**src/rtl/rgb_to_grayscale.sv**
```systemverilog
// rgb_to_grayscale
//   Two-stage pipelined RGB -> luminance converter.
//   Y = min(255, (COEF_R*R + COEF_G*G + COEF_B*B + (ROUND ? 128 : 0)) >> 8)
//
// Ports
//   clk         : rising-edge clock for all state
//   rst         : synchronous active-high reset, clears both stages
//   red_i       : 8-bit unsigned red component
//   green_i     : 8-bit unsigned green component
//   blue_i      : 8-bit unsigned blue component
//   done_i      : input-valid strobe; RGB is sampled on edges where it is 1
//   grayscale_o : registered 8-bit luminance result
//   done_o      : registered output-valid strobe, done_i delayed by two edges
//
// Stage 1 registers the three 16-bit products plus a valid bit.
// Stage 2 sums, rounds, shifts and saturates into grayscale_o.
// There is no backpressure; a new sample can be accepted every cycle.
module rgb_to_grayscale #(
  parameter logic [7:0] COEF_R = 8'd77,
  parameter logic [7:0] COEF_G = 8'd150,
  parameter logic [7:0] COEF_B = 8'd29,
  parameter bit         ROUND  = 1'b1
) (
  input  logic       clk,
  input  logic       rst,
  input  logic [7:0] red_i,
  input  logic [7:0] green_i,
  input  logic [7:0] blue_i,
  input  logic       done_i,
  output logic [7:0] grayscale_o,
  output logic       done_o
);

  localparam logic [17:0] RND_TERM = ROUND ? 18'd128 : 18'd0;

  // Stage 1 state
  logic [15:0] prod_r;
  logic [15:0] prod_g;
  logic [15:0] prod_b;
  logic        valid_s1;

  // Stage 2 combinational datapath
  logic [17:0] sum;
  logic [17:0] shifted;
  logic [7:0]  sat;

  // Products hold their previous values while done_i is low.
  always_ff @(posedge clk) begin
    if (rst) begin
      prod_r   <= '0;
      prod_g   <= '0;
      prod_b   <= '0;
      valid_s1 <= 1'b0;
    end else begin
      valid_s1 <= done_i;
      if (done_i) begin
        prod_r <= 16'(COEF_R) * 16'(red_i);
        prod_g <= 16'(COEF_G) * 16'(green_i);
        prod_b <= 16'(COEF_B) * 16'(blue_i);
      end
    end
  end

  // 3 * 65025 + 128 < 2^18, so the 18-bit sum cannot overflow.
  always_comb begin
    sum     = 18'(prod_r) + 18'(prod_g) + 18'(prod_b) + RND_TERM;
    shifted = sum >> 8;
    sat     = (shifted > 18'd255) ? 8'hFF : shifted[7:0];
  end

  always_ff @(posedge clk) begin
    if (rst) begin
      grayscale_o <= '0;
      done_o      <= 1'b0;
    end else begin
      done_o <= valid_s1;
      if (valid_s1) begin
        grayscale_o <= sat;
      end
    end
  end

endmodule

```
**config.mk**
```make
export PLATFORM = sky130hd
export DESIGN_NAME = rgb_to_grayscale
export DESIGN_NICKNAME = d
export VERILOG_FILES = /design/src/rtl/rgb_to_grayscale.sv
export SDC_FILE = /design/constraint.sdc
export NUM_CORES = 1
export LEC_CHECK = 0
export CAP_MARGIN = 0
export CORE_ASPECT_RATIO = 0.9
export CORE_MARGIN = 5
export CORE_UTILIZATION = 34
export CTS_CLUSTER_DIAMETER = 200
export DETAILED_ROUTE_END_ITERATION = 6
export MAX_ROUTING_LAYER = met4
export SLEW_MARGIN = 20
export SYNTH_ARGS = -nofsm -noshare
export SYNTH_HDL_FRONTEND = slang
export SYNTH_SLANG_ARGS = --single-unit
```
**constraint.sdc**
```tcl
create_clock -name clk -period 3.7 [get_ports clk]
set_input_delay 0.925 -clock clk [delete_from_list [all_inputs] [get_ports clk]]
set_output_delay 0.925 -clock clk [all_outputs]
set_load 0.005 [all_outputs]
```
Word-level counts from Yosys, hierarchy flattened --
Index checks and enable logic that the tools add are counted.
Word-level totals: bits of input ports 27, output and inout bits 9, register bits after elaboration 53, logic and storage cells 14
Operators by class: add/subtract/negate cells 3, mux-type cells 1, $lt $le $gt $ge 1, $mul 3
Operators with widths (number):
- $mul 7x8->15 const A | 2
- $add 17x13->18 | 1
- $add 18x8->18 const B | 1
- $add 15x16->17 | 1
- $mul 5x8->13 const A | 1
- $gt 10x8->1 const B | 1
- $mux 8 | 1

Logic depth before layout (Yosys ltp) --
Gate-level depths: netlist of run 1.
depth after elaboration 5, mapped depth 13, mapped depth without buffers 13

Worst setup path before layout of run 1 --
Ideal clock, no wire load.
path type input to register, from input green_i[4], to register prod_g[14], stages 13, setup slack -322 ps, library setup time 106 ps, arrival time 3916 ps, path through ha_1 > ha_1 > inv_1 > fa_1 > fa_1 > inv_1 > ha_1 > or2_2 > o31a_1 > nand3_1 > and4b_1 > a211oi_1 > o311ai_0
On the way: cells in the longest elaborated chain, start to end 1
RTL lines:
- start: declaration | RTL line 27 | input logic [7:0] green_i,
- $mul 7x8->15 | RTL line 58 | prod_g <= 16'(COEF_G) * 16'(green_i);
- end signal: assignment | RTL line 58
- end: declaration | RTL line 38 | logic [15:0] prod_g;
No other way between the ends. A chain may end at the register's enable or synchronous reset.

Worst setup path after layout of run 1 --
from input green_i[6], to register prod_g[14]
Same word-level chain as after synthesis.

==> results of run 1 <==
[worst max path at each step]
stage	cells after the start	slack, ns	to
2_1_floorplan	13	-0.06	prod_g[14]$_SDFFE_PP0P_
3_3_place_gp	13	-0.64	prod_r[11]$_SDFFE_PP0P_
3_5_place_dp	14	-0.69	prod_g[14]$_SDFFE_PP0P_
4_1_cts	15	-0.05	prod_g[14]$_SDFFE_PP0P_
5_1_grt	15	-0.03	prod_g[14]$_SDFFE_PP0P_
6_report	15	0.07	prod_g[14]$_SDFFE_PP0P_
[worst max-delay path, stage by stage]
cell      delay (ns)
buf_6           0.10
ha_4            0.23
ha_4            0.25
inv_2           0.03
fa_1            0.45
fa_1            0.51
inv_2           0.05
ha_4            0.20
or2_4           0.22
o31a_1          0.11
nand3_1         0.09
and4b_1         0.24
buf_6           0.11
a211oi_2        0.05
o311ai_1        0.24
[flip-flops by register name (all words and copies together) (netlist names)]
| register | flops |
|---|---|
| grayscale_o | 8 |
| prod_g | 15 |
| valid_s1 | 1 |
| done_o | 1 |
| prod_r | 15 |
| prod_b | 13 |
[through the flow]
| stage | setup WS [ns] | setup TNS [ns] |
|---|---|---|
| 2_1_floorplan | -0.0590 | -0.0590 |
| 3_3_place_gp | -0.639 | -10.91 |
| 3_5_place_dp | -0.686 | -11.89 |
| 4_1_cts | -0.0490 | -0.0490 |
| 5_1_grt | -0.0307 | -0.0730 |
| 6_report | 0.0729 | 0 |
[per-layer routing]
metal  vias up  global-route usage (%)
met2        43                    19.7
met5         -                       -
met4         0                    2.31
met1      2164                    18.2
li1       2492                       -
met3         9                    1.78
[cell families after synthesis]
group / Yosys count
AOI/OAI and AO/OA: 110
xor gates and xnor gates: 23
adders and majority gates: 165
buffers and inverters: 150
DFF: 53
muxes: 22
and+or+nand+nor: 139
[where the power goes]
part           internal [W]  switching (W)  leakage [nW]
Combinational       0.00126        0.00127          3.27
Clock              0.000249       0.000217        0.0696
Sequential         0.000688      0.0000606         0.438
Total               0.00219        0.00154          3.78
[final cells by class]
| cell class | count | area, um^2 | area share (%) |
|---|---|---|---|
| timing repair buffer | 125 | 987 | 12.9 |
| clock buffer | 5 | 125 | 1.64 |
| inverter | 134 | 503 | 6.59 |
| multi-input combinational | 459 | 4650 | 60.9 |
| sequential | 53 | 1060 | 13.9 |
| tap | 235 | 294 | 3.85 |
| clock inverter | 3 | 17.5 | 0.229 |
[repair_timing]
item	4_1_cts	5_1_grt
hold buffers	0	0
gates resized for setup	61	57
setup endpoints to repair	20	17
setup buffers	2	2
pin swaps	23	42
[cells in the mapped netlist, types with 2 or more instances]
| cell | instances |
|---|---|
| nand3b_1 | 3 |
| a211oi_1 | 12 |
| o21ai_0 | 18 |
| and3_1 | 6 |
| nand3_1 | 8 |
| buf_2 | 3 |
| o311ai_0 | 6 |
| or4bb_1 | 2 |
| a31oi_1 | 11 |
| nor2_1 | 55 |
| or4_1 | 2 |
| o21bai_1 | 6 |
| nand2_1 | 11 |
| or3b_2 | 2 |
| or4b_2 | 2 |
| a21o_1 | 10 |
| nand4_1 | 5 |
| a21oi_1 | 23 |
| ha_1 | 127 |
| inv_1 | 134 |
| nor3b_1 | 6 |
| clkbuf_1 | 12 |
| nand2b_1 | 10 |
| a2111oi_0 | 2 |
| fa_1 | 38 |
| nor3_1 | 13 |
| mux2i_1 | 22 |
| dfxtp_1 | 53 |
| nand4b_1 | 3 |
| and2_1 | 2 |
| xnor2_1 | 17 |
| o22ai_1 | 6 |
| or2_2 | 3 |
| o31ai_1 | 3 |
| xor2_1 | 6 |
| nor4b_1 | 2 |
==> metrics.md, run 1 <==
| Metric | Value |
|---|---|
| CP Capture Type | `register` |
| Vias per cell | `4.64` |
| Hold Path Sink | `grayscale_o[0]$_SDFFE_PP0P_` |
| Hold Path Depth | `2` |
| I/O Buffers | `35` |
| Async set-or-reset flop fraction in the synthesized netlist | `0%` |
| Post-layout net count | `970` |
| Period minus WS final | `3.63 ns` |
| R2r endpoint | `grayscale_o[7]$_SDFFE_PP0P_` |
| H-Tree Depth | `2` |
| Antenna Violating Nets Remaining | `0` |
| Status | `finished clean` |
| Starting density of the core | `34.7%` |
| Synth top area share | `27.1%` |
| First-pass iteration count of the detailed router | `4` |
| Fraction of synthesized cell area in xor and xnor cells | `3.43%` |
| Commonest non-fill, non-tap cells in the layout | `inv_1, ha_1, buf_4` |
| Synth Warn # | `0` |
| Lkg Pwr | `3.78 nW` |
| Synth Area in Compound Gates | `12.6%` |
| TritonCTS clock tree | `done` |
| Worst-Skew Late Latency | `0.30 ns` |
| Ys flop type | `dfxtp_1` |
| Syn-to-layout area delta | `29.9%` |
| Ant. Diodes | `0` |
| Vias in the first global route | `4616` |
| TritonCTS Buffers | `5` |
| Post-synth cell types | `54` |
| Fin. max-slew vios | `0` |
| Crit path max fanout | `2` |
| Height of the die | `135 um` |
| Detailed placer's ending HPWL | `9910 um` |
| Cells after Synth | `662` |
| Overflow after GRT | `0` |
| Worst Path Required | `3.90 ns` |
| R2r setup slk | `0.55 ns` |
| Final Power | `0.00374 W` |
| Critical Path AT | `3.83 ns` |
| Commonest non-fill, non-tap cell in the layout | `inv_1` |
| Hold path start | `grayscale_o[0]$_SDFFE_PP0P_` |
| Flops & latches, synth | `53` |
| Iter 0 DRT Violations | `176` |
| Met3 wire len | `282 um` |
| Area after DPL | `7190 um^2` |
| R2R cell count | `11` |
| Fin util | `45.0%` |
| Worst vdd ir | `190 uV` |
| WL final | `12100 um` |
| Top Ports | `36` |
| Worst-path clk slew | `0.07 ns` |
| DIE AREA | `20000 um^2` |
| Synth area leaders | `ha_1, dfxtp_1, fa_1` |
| Worst-margin pin slew | `0.752 ns` |
| Critical path launch point type | `input pin` |
| Post-route cell area | `7630 um^2` |
| CP Launch Point | `green_i[6]` |
| Core region area | `16900 um^2` |
| Final period util | `98.0%` |
| Post-DR wirelength/cell | `11.9 um` |
| Share of cells above drive strength 1 | `22.6%` |
| P per Cell Area | `490 nW/um^2` |
| Cells after DPL | `1002` |
| Max Root-Sink Buffers | `2` |
| RSZ-0062 raised after global routing | `true` |
| Area leader, netlist | `ha_1` |
| Reg-to-reg startpoint | `prod_r[6]$_SDFFE_PP0P_` |
| Drc violations | `0` |
| Largest family of logic cells by synthesized area | `adder cells` |
| Simple-gate area share of the yosys netlist | `12.5%` |
| Largest net degree at the start of global routing | `44` |
| Final setup viols | `0` |
| Seq/Total Area, Yosys | `18.1%` |
| Met2 WL | `5320 um` |
| CTS Sinks | `53` |
| Fmax | `276 MHz` |
| Detailed-route via count | `4708` |
| Setup CP Type | `input pin to register` |
| Root buffer cell | `clkbuf_16` |
| DRT met1 WL | `6360 um` |
| Total track usage | `12.8%` |
| First-pass GRT wire length | `21100 um` |
| Top sig layer | `met4` |
| Max-Slew Margin vs Limit | `49.8%` |
| Die width | `149 um` |
| Post-Syn Area | `5870 um^2` |
| Fin cells | `1014` |
| Fin Clk Skew | `0.00566 ns` |
| Post-synthesis adder-cell area fraction | `40.0%` |
| Max Cap Viol | `0` |
| Hold WS | `0.484 ns` |
| Site Rows | `45` |
| Hold Path Class | `register to register` |
| Hold Fails Final Rpt | `0` |
| Mux share of post-synthesis cell area | `3.75%` |
| RePlAce Congestion | `0.827` |
| Filler Cell Count | `1655` |
| Synth Net Count | `854` |
| Number of synthesized flops with an enable pin | `0` |
| Initial antenna violation count | `0` |
| Avg Inst Size Synth | `8.87 um^2` |
No activity file was read; power rests on OpenSTA's default activity.
==> run 2, diff against run 1 <==
--- a/config.mk
+++ b/config.mk
@@ -5,11 +5,11 @@
 export SDC_FILE = /design/constraint.sdc
 export NUM_CORES = 1
 export LEC_CHECK = 0
-export CAP_MARGIN = 0
 export CORE_ASPECT_RATIO = 0.9
 export CORE_MARGIN = 5
 export CORE_UTILIZATION = 34
 export CTS_CLUSTER_DIAMETER = 200
+export CTS_CLUSTER_SIZE = 24
 export DETAILED_ROUTE_END_ITERATION = 6
 export MAX_ROUTING_LAYER = met4
 export SLEW_MARGIN = 20
==> results of run 2 <==
The final DEF is identical to that of run 1; final timing and power are the same.
==> run 3, diff against run 2 <==
==> constraint.sdc (replaced) <==
create_clock -name clk -period 3.7 [get_ports clk]
set_input_delay 0.925 -clock clk [delete_from_list [all_inputs] [get_ports clk]]
set_output_delay 0.925 -clock clk [all_outputs]
set_load 0.1 [all_outputs]
==> results of run 3 <==
Same layout as run 1 (identical final DEF). Status: finished clean.
Among the figures that moved: total power 0.00374 W -> 0.00390 W; worst IR drop on VDD 190 uV -> 191 uV
